### src/rtl/alu_arbiter.sv
// Round-robin arbiter that shares one combinational ALU among NUM_REQ requesters.
// A granted operation is registered onto the ALU, the result is captured one cycle
// later, and it is returned tagged with the requester index.

package alu_arbiter_pkg;
  localparam logic [3:0] OpAnd = 4'h0;
  localparam logic [3:0] OpOr  = 4'h1;
  localparam logic [3:0] OpAdd = 4'h2;
  localparam logic [3:0] OpSub = 4'h3;

  // Opcode is a plain vector so undefined codes pass through untouched.
  typedef struct packed {
    logic [3:0]  opcode;
    logic [31:0] a;
    logic [31:0] b;
  } alu_op_t;
endpackage

module alu_arbiter
  import alu_arbiter_pkg::*;
#(
  parameter int unsigned NUM_REQ = 4,
  parameter int unsigned ID_W    = $clog2(NUM_REQ)
) (
  input  logic                    clk,
  input  logic                    rst_n,
  input  logic    [NUM_REQ-1:0]   req_valid,
  input  alu_op_t [NUM_REQ-1:0]   req_op,
  output logic    [NUM_REQ-1:0]   req_ready,
  output alu_op_t                 alu_op,
  input  logic    [31:0]          alu_result,
  input  logic                    alu_zero,
  output logic                    rsp_valid,
  output logic    [ID_W-1:0]      rsp_id,
  output logic    [31:0]          rsp_result,
  output logic                    rsp_zero,
  input  logic                    rsp_ready,
  output logic                    busy
);

  typedef enum logic [1:0] {StIdle, StExec, StResp} state_e;

  state_e          state_q;
  logic [ID_W-1:0] last_grant_q;
  logic [ID_W-1:0] gnt_idx;
  logic [ID_W-1:0] cand_idx;
  logic            gnt_found;
  int unsigned     cand;

  // Round-robin search: first valid requester after the last grant, wrapping.
  always_comb begin
    gnt_found = 1'b0;
    gnt_idx   = '0;
    cand      = 0;
    cand_idx  = '0;
    for (int unsigned i = 1; i <= NUM_REQ; i++) begin
      cand     = (32'(last_grant_q) + i) % NUM_REQ;
      cand_idx = ID_W'(cand);
      if (!gnt_found && req_valid[cand_idx]) begin
        gnt_found = 1'b1;
        gnt_idx   = cand_idx;
      end
    end
  end

  // Accept is offered only in IDLE and never while reset is asserted.
  always_comb begin
    req_ready = '0;
    if (rst_n && (state_q == StIdle) && gnt_found) begin
      req_ready[gnt_idx] = 1'b1;
    end
  end

  assign busy = (state_q != StIdle);

  // Sequencing FSM: grant -> execute -> hold response until consumed.
  always_ff @(posedge clk) begin
    if (!rst_n) begin
      state_q      <= StIdle;
      alu_op       <= '0;
      rsp_valid    <= 1'b0;
      rsp_id       <= '0;
      rsp_result   <= '0;
      rsp_zero     <= 1'b0;
      // Requester 0 gets first priority after reset.
      last_grant_q <= ID_W'(NUM_REQ - 1);
    end else begin
      case (state_q)
        StIdle: begin
          if (gnt_found) begin
            alu_op       <= req_op[gnt_idx];
            rsp_id       <= gnt_idx;
            last_grant_q <= gnt_idx;
            state_q      <= StExec;
          end
        end
        StExec: begin
          rsp_result <= alu_result;
          rsp_zero   <= alu_zero;
          rsp_valid  <= 1'b1;
          state_q    <= StResp;
        end
        StResp: begin
          if (rsp_ready) begin
            rsp_valid <= 1'b0;
            state_q   <= StIdle;
          end
        end
        default: state_q <= StIdle;
      endcase
    end
  end

endmodule

### config.mk
export PLATFORM = sky130hd
export DESIGN_NAME = alu_arbiter
export DESIGN_NICKNAME = d
export VERILOG_FILES = /design/src/rtl/alu_arbiter.sv
export SDC_FILE = /design/constraint.sdc
export NUM_CORES = 1
export LEC_CHECK = 0
export ABC_CLOCK_PERIOD_IN_PS = 3870
export CAP_MARGIN = 10
export CORE_AREA = 5 5 159 161
export DETAILED_ROUTE_END_ITERATION = 8
export DIE_AREA = 0 0 164 166
export PLACE_DENSITY = 0.61
export SETUP_SLACK_MARGIN = 0.5
export SYNTH_ARGS = -nofsm -noshare
export SYNTH_HDL_FRONTEND = slang
export SYNTH_SLANG_ARGS = --single-unit
### constraint.sdc
create_clock -name clk -period 3.87 [get_ports clk]
set_clock_uncertainty 0.05 [all_clocks]
set_input_delay 1.161 -clock clk [delete_from_list [all_inputs] [get_ports clk]]
set_output_delay 1.161 -clock clk [all_outputs]
set_load 0.01 [all_outputs]
# [After elaboration in Yosys (flattened, before gate mapping)]
# Cells that the tools add are included.
[totals] register_bits=108 inputBits=312 output_inout_bits=109
[classes] addsub=4 order_cmp=6 n_eq_ne=4 mux=26 n_reduce_logical=15
[ops] operator="binary-select mux 68 bit (select 2 bit)" n=1
[ops] operator="two-way mux 68 bit" n=1
[ops] operator="less-than comparator 2 x 3 -> 1 bit (second input constant)" n=5
[ops] operator="two-way mux 2 bit" n=6
[ops] operator="two-way mux 1 bit" n=10
[ops] operator="binary-select mux 1 bit (select 2 bit)" n=4
[ops] operator="logical AND 1 bit" n=6
[ops] operator="case mux 2 bit (3 select lines)" n=1
[ops] operator="AND reduction 2 bit" n=3
[ops] operator="adder 2 x 1 -> 2 bit (second input constant)" n=2
[ops] operator="adder 2 bit (second input constant)" n=2
[ops] operator="two-way mux 4 bit" n=1
[ops] operator="!= test 2 bit (second input constant)" n=2
[ops] operator="nonzero test 2 bit" n=2
[ops] operator="zero test 1 bit" n=3
[ops] operator="demux 1 bit (select 2 bit)" n=1
[ops] operator="== test 2 x 1 -> 1 bit (second input constant)" n=1
[ops] operator="== test 2 bit (second input constant)" n=1
[ops] operator="greater-or-equal comparator 2 x 1 -> 1 bit (second input constant)" n=1
[ops] operator="zero test 2 bit" n=1
[ops] operator="case mux 1 bit (2 select lines)" n=1

# [Depth between registers and ports, before layout]
# Gate-level depths: netlist of the first run.
[depth] depth_word=18 ltp_mapped=8

# [Worst setup path before layout of the first run]
# OpenSTA, ideal clock, no wires.
[synth_path] path_kind="input-to-output" startpoint="in req_valid[2]" endpoint="out req_ready[3]" t_arrival_ps=2343 required_time_ps=2659 slack_ps=316 stages=6 path_buffers=2 path_cell_list="buf_2 or3_1 o311ai_4 clkbuf_1 nand2_1 nor2_1"
[synth_via] elab_chain_cells=17 word_cells_on_any_way=29 cone_classes="order compare: 2; mux: 19; reduce/logical: 8"
[synth_lines] element="start, declared" line="27" text="input logic [NUM_REQ-1:0] req_valid,"
[synth_lines] element="binary-select mux 1 bit (select 2 bit)" line="59" text="if (!gnt_found && req_valid[cand_idx]) begin"
[synth_lines] element="two-way mux 1 bit (implied by the code)" line="59"
[synth_lines] element="two-way mux 1 bit" line="59"
[synth_lines] element="zero test 1 bit" line="59"
[synth_lines] element="logical AND 1 bit" line="59"
[synth_lines] element="two-way mux 1 bit" line="59"
[synth_lines] element="zero test 1 bit" line="59"
[synth_lines] element="logical AND 1 bit" line="59"
[synth_lines] element="two-way mux 1 bit" line="59"
[synth_lines] element="zero test 1 bit" line="59"
[synth_lines] element="logical AND 1 bit" line="59"
[synth_lines] element="two-way mux 2 bit" line="59"
[synth_lines] element="less-than comparator 2 x 3 -> 1 bit (implied by the code) / greater-or-equal comparator 2 x 1 -> 1 bit (equally long branches)" line="70" text="req_ready[gnt_idx] = 1'b1;"
[synth_lines] element="logical AND 1 bit (implied by the code)" line="70"
[synth_lines] element="two-way mux 1 bit (implied by the code)" line="70"
[synth_lines] element="demux 1 bit (select 2 bit)" line="70"
[synth_lines] element="two-way mux 4 bit (*)" line="69" text="if (rst_n && (state_q == StIdle) && gnt_found) begin"
[synth_lines] element="end, declared" line="29" text="output logic [NUM_REQ-1:0] req_ready,"
# Mark *: on every way between the ends. The rest lies on a longest branch, timed or not. The select of a mux whose other input is x is not followed.

# [Final worst setup path of the first run]
[layout_path] startpoint="in req_valid[0]" endpoint="out req_ready[3]"
# Same word-level chain as after synthesis.

==> results.md, run 1 <==
* Status: finished, final reports clean
* Crit path launch type: input pin
* Crit-path max FO at 6
* Share of layout cells above drive strength 1 at 6.26%
* Final setup fails at 0
* Cells after Synth at 758
* Design Area, Final at 10700 um^2
* Xor/xnor share of the synthesized area at 0%
* Pre-Repair DR Iteration Count at 4
* Syn nets at 1070
* Area after DPL at 10300 um^2
* Fmax at 300 MHz
* Syn Area/Cell at 7.74 um^2
* Synth-to-layout area growth at 81.7%
* Initial Util at 24.6%
* Total gr overflow at 0
* Synth Warn # at 0
* Std-Cell Core Area at 23800 um^2
* DRC viols at 0
* Port buffer count at 420
* Routed WL per cell at 20.7 um
* GPL Wtd Cong at 0.800
* RSZ-0062 raised after global routing: true
* Mapped Area at 5870 um^2
* Final Hold Vio Count at 0
* Clk slew on worst S/H paths at 0.07 ns
* Crit Path Class: in2out
* Unique cell type count in the Yosys netlist at 35
* Slew headroom at 39.7%
* Vias at 7504
* Adder-Cell Fraction of Synth Area at 0%
* Crit path DAT at 2.13 ns
* Global-route wire length before repair at 44.2 mm
* Die Height at 166 um
* Crit share post-route at 86.2%
* Power Density at 353 nW/um^2
* Io pins at 421
* WL final at 30.2 mm
* Final Critical Period at 3.34 ns
* Hold_buf cts at 0
* Routed Antenna Nets at 0
* H-tree depth at 3
* Largest net degree at the start of global routing at 69
* Required @ worst endpoint at 2.66 ns
* Hpwl dp at 20.5 mm
* Total Routing Usage GR at 20.7%
* Compound-gate portion of the synthesized area at 42.1%
* Maxcap violations at 0
* Net count, final at 1441
* Die ar. at 27200 um^2
* Multiplexer share of the synthesized area at 0%
* Maximum VDD drop at 0.183 mV
* Fillers at 2440
* Root Buffer: clkbuf_16
* # clock sinks at 108
* Main combinational cell family by area after synthesis: compound AO/OA/AOI/OAI gates
* Fin. max-slew vios at 0
* Die W at 164 um
* Initial DRC count at 441
* Clock tree buffer depth at 2
* Leakage at 0.00368 uW
* Seq/Total Area, Yosys at 36.9%
* Seq cells post-synth at 108
* CTS tree: built
* Setup TNS at 0 ns
* Simple-gate share of the synthesized area at 13.9%
* Antenna violations before repair at 1
* Least-Margin Pin Slew at 0.905 ns
* Worst Hold Class: reg2reg
* Num CTS Buffers at 9
* Floorplan row count at 57
* Vias in the first global route at 7275
* Final core utilization at 44.7%
* Later-pin clock latency in the skew report at 0.35 ns
* Worst setup EP type: primary output
* Vias per cell at 5.14
-- registers in the layout, summed over array words and instances (netlist names) --
signal	cells
alu_op	68
rsp_id	2
rsp_result	32
rsp_zero	1
rsp_valid	1
last_grant_q	2
state_q	2
-- synthesized netlist by cell type (all sizes together) --
library cell / instances / area share, %
a211o: 2 / 0.30
a211oi: 2 / 0.55
a21boi: 34 / 4.4
a21o: 1 / 0.13
a21oi: 70 / 6.0
a221o: 1 / 0.17
a221oi: 1 / 0.26
a311o: 1 / 0.17
a31oi: 68 / 7.3
a32oi: 68 / 10
and2: 68 / 7.3
and3: 2 / 0.21
buf: 26 / 2.6
clkbuf: 64 / 4.1
dfxtp: 108 / 37
inv: 6 / 0.38
nand2: 71 / 4.5
nand2b: 3 / 0.32
nor2: 10 / 0.64
nor2b: 3 / 0.32
nor3: 1 / 0.085
nor4: 1 / 0.21
o211ai: 1 / 0.13
o21a: 1 / 0.13
o21ai: 140 / 12
o2bb2ai: 1 / 0.15
o311ai: 1 / 0.45
or2: 2 / 0.21
or3: 1 / 0.11
-- final timing paths --
| check | startpoint | endpoint | slack (ns) | cells past startpoint |
|---|---|---|---|---|
| setup / recovery | req_valid[0] | req_ready[3] | 0.53 | 7 |
| hold reg to reg | rsp_result[24] | rsp_result[24] | 0.40 | 2 |
| hold / removal | rsp_result[24] | rsp_result[24] | 0.40 | 2 |
| setup reg to reg | last_grant_q[1] | alu_op[13] | 1.67 | 5 |
-- repair_timing --
item,in CTS,in global routing
pin swaps,3,7
hold endpoints to repair,0,0
gates resized for setup,30,10
buffers inserted,2,0
endpoints found under the setup margin,4,4
-- area by class of cell --
| type | instances | area (um^2) | share of cell area (%) |
|---|---|---|---|
| Sequential cell | 108 | 2160 | 20.3 |
| Clock inverter | 7 | 58.8 | 0.552 |
| Timing Repair Buffer | 450 | 4450 | 41.8 |
| Antenna cell | 1 | 2.50 | 0.0235 |
| Clock buffer | 9 | 225 | 2.11 |
| Tap cell | 324 | 405 | 3.80 |
| Multi-Input combinational cell | 554 | 3330 | 31.3 |
| Inverter | 6 | 22.5 | 0.211 |
-- cell usage in the layout, fill, tap and decap left out, types with 23 or more instances in the layout --
cell type / synthesis / routed
nand2_1: 71 / 69
buf_4: 2 / 28
a21boi_0: 23 / 23
a32oi_1: 68 / 68
a31oi_1: 68 / 68
a21oi_1: 70 / 70
o21ai_0: 139 / 139
dfxtp_1: 108 / 108
clkdlybuf4s50_1: 0 / 411
and2_1: 68 / 68
-- kinds of logic after synthesis --
family / count (synthesis)
AOI/OAI and AO/OA: 392
and+or+nand+nor: 162
DFF: 108
buffers and inverters: 96
-- through the flow --
stage / instances / hold slack [ns] / total power (uW) / worst slack [ns]
floorplan: 758 / 0.400 / 2010 / 0.437
CTS: 1457 / 0.408 / 3800 / 0.436
global placement: 1439 / 0.391 / 2840 / -0.334
global route: 1459 / 0.425 / 3970 / 0.455
detailed placement: 1439 / 0.398 / 2840 / -0.348
finish: 1459 / 0.404 / 3760 / 0.533
-- critical path, stage by stage --
cell	delay (ns)
buf_6	0.09
buf_8	0.12
or3_4	0.34
o311ai_4	0.09
nand2_1	0.10
nor2_2	0.10
buf_6	0.12
-- where the power goes --
part           total, uW  switching [uW]  internal [uW]  leakage (uW)
Clock                933             484            449      0.000132
Sequential          1340            81.1           1260      0.000893
Combinational       1480             719            764       0.00265
Total               3760            1280           2470       0.00368
-- layer usage --
metal,vias to the layer above,track usage (%),share of wire [%]
met3,42,6.21,8.8
met2,359,35.4,48
met4,0,5.54,2.2
met1,3547,25.1,41
li1,3556,-,-
met5,-,0,0
Note: power is estimated with default switching activity, not from simulation.
==> run 2, diff against run 1 <==
Settings changed: CORE_AREA 5 5 159 161 to 5 5 161 163, DIE_AREA 0 0 164 166 to 0 0 166 168, PLACE_DENSITY 0.61 to 0.6.
==> run 2 against run 1 <==
Critical path type unchanged. Critical endpoint unchanged. Utilization down 0.75 points. Non-clock buffer count down 3. Clock power up 9%. Highest routed layer unchanged. Combinational power about the same. Largest cell class unchanged. Wire length up 0.81%.
==> results.md, run 2 (same netlist as run 1, synthesis figures left out) <==
* Pre-Repair DR Iteration Count at 4
* Std-Cell Core Area at 24200 um^2
* Most flops, register: alu_op
* Sw frac at 33.8%
* Worst setup margin at 0.559 ns
* H-tree depth at 3
* Largest net degree at the start of global routing at 69
* Share of layout cells above drive strength 1 at 5.92%
* Required @ worst endpoint at 2.66 ns
* RSZ-0062 raised after global routing: false
* Maximum VDD drop at 0.264 mV
* Final setup fails at 0
* Clock tree buffer depth at 2
* Worst Hold Class: reg2reg
* Global-route wire length before repair at 46.1 mm
* Status: finished, final reports clean
* Setup TNS at 0 ns
* Antenna violations before repair at 1
* Total gr overflow at 0
* Initial Util at 24.3%
* Routed Antenna Nets at 0
* CP most frequent cell: buf_6
* Vias in the first global route at 7750
* Die ar. at 27900 um^2
* Clk slew on worst S/H paths at 0.09 ns
* Crit path launch type: input pin
* Crit-path max FO at 6
* DRC viols at 0
* Most frequent cells in the layout: 411 x clkdlybuf4s50_1, 139 x o21ai_0, 108 x dfxtp_1
* Io pins at 421
* Logic pwr share at 38.4%
* Design Area, Final at 10600 um^2
* P_sw at 1300 uW
* Hold_buf cts at 0
* Initial DRC count at 365
* Buffers plus inverters on the worst setup path at 2
* Num CTS Buffers at 9
* Hpwl dp at 20.9 mm
* Final Hold Vio Count at 0
* GPL Wtd Cong at 0.857
* Top Family by Delay on Critical Path: simple AND/OR/NAND/NOR gates
* Power Density at 360 nW/um^2
* Fmax at 302 MHz
* Vias at 7505
* Clock power share at 26.6%
* Worst-path cell chain: buf_6 > or3_4 > o311ai_4 > nand2_1 > nor2_2 > buf_6
* Fillers at 2441
* Floorplan row count at 57
* Later-pin clock latency in the skew report at 0.35 ns
* Max stage delay on crit path at 0.39 ns
* WL final at 30.4 mm
* Dpl ws at -0.323 ns
* Synth-to-layout area growth at 81.3%
* Crit Path Class: in2out
* Total Routing Usage GR at 20.5%
* Final Critical Period at 3.31 ns
* Most common cell after layout, fill and taps aside: clkdlybuf4s50_1
* Crit path DAT at 2.10 ns
* Fin. max-slew vios at 0
* Routed WL per cell at 20.9 um
* Largest registers: alu_op (68), rsp_result (32)
* Max reg flops at 68
* Final core utilization at 44.0%
* Slowest cell on the critical path: or3_4
* CTS tree: built
* Root Buffer: clkbuf_16
* Internal Pwr Total at 2540 uW
* Net count, final at 1438
* Least-Margin Pin Slew at 0.923 ns
* Crit share post-route at 85.5%
* Area after DPL at 10300 um^2
* Sequential Power Share at 35.0%
* Maxcap violations at 0
* Worst setup EP type: primary output
* Die W at 166 um
* PnR Total Power at 3830 uW
* Vias per cell at 5.15
* Port buffer count at 420
* Leakage at 0.00367 uW
* # clock sinks at 108
* Slew headroom at 38.5%
* Die Height at 168 um
-- run 2: layout make-up --
cell class / instances / area, um^2 / area share [%]
clock inverter: 7 / 90.1 / 0.847
timing repair buffer: 447 / 4400 / 41.3
inverter: 6 / 22.5 / 0.212
sequential: 108 / 2160 / 20.3
clock buffer: 9 / 225 / 2.12
antenna: 1 / 2.50 / 0.0235
tap: 324 / 405 / 3.81
multi-input combinational: 554 / 3330 / 31.3
-- run 2: routing by layer --
layer / GRT usage (%) / wire [um] / up-vias
met2: 35.7 / 14500 / 353
met5: 0 / 0 / -
met4: 5.52 / 793 / 0
li1: - / - / 3553
met3: 5.86 / 2410 / 44
met1: 25.0 / 12800 / 3555
-- run 2: worst register-to-register path, delay by kind of cell, from the launching register on --
kind	cells	cell delay (ns)
AOI/OAI and AO/OA	3	0.75
buffers and inverters	2	0.91
DFF	1	0.49
-- run 2: path summary, 6_finish.rpt --
path	start	endpoint	slack (ns)	cells past startpoint
worst min register to register	rsp_result[16]	rsp_result[16]	0.41	2
worst max-delay path	req_valid[0]	req_ready[3]	0.56	6
worst min-delay path	rsp_result[16]	rsp_result[16]	0.41	2
worst max register to register	last_grant_q[0]	alu_op[13]	1.61	5
-- run 2: what timing repair did --
action	in CTS	in global routing
pin swaps	3	5
setup endpoints to repair	4	2
setup buffers	1	0
gates resized for setup	33	7
-- run 2: power groups by stage --
stage,Sequential (uW),Clock (uW),Combinational [uW]
floorplan,1420,0,587
global placement,1360,0,1470
CTS,1340,1060,1480
finish,1340,1020,1470
detailed placement,1370,0,1470
global route,1360,1100,1590
-- run 2: through the flow --
stage	cells	hold slack [ns]
3_5_place_dp	1438	0.398
6_report	1456	0.408
3_3_place_gp	1438	0.390
5_1_grt	1456	0.426
4_1_cts	1455	0.411
2_1_floorplan	758	0.400
==> run 3, diff against run 2 <==
Settings changed: CTS_CLUSTER_DIAMETER set to 100.
==> results of run 3 <==
Final layout, timing and power as in run 2 (identical DEF).
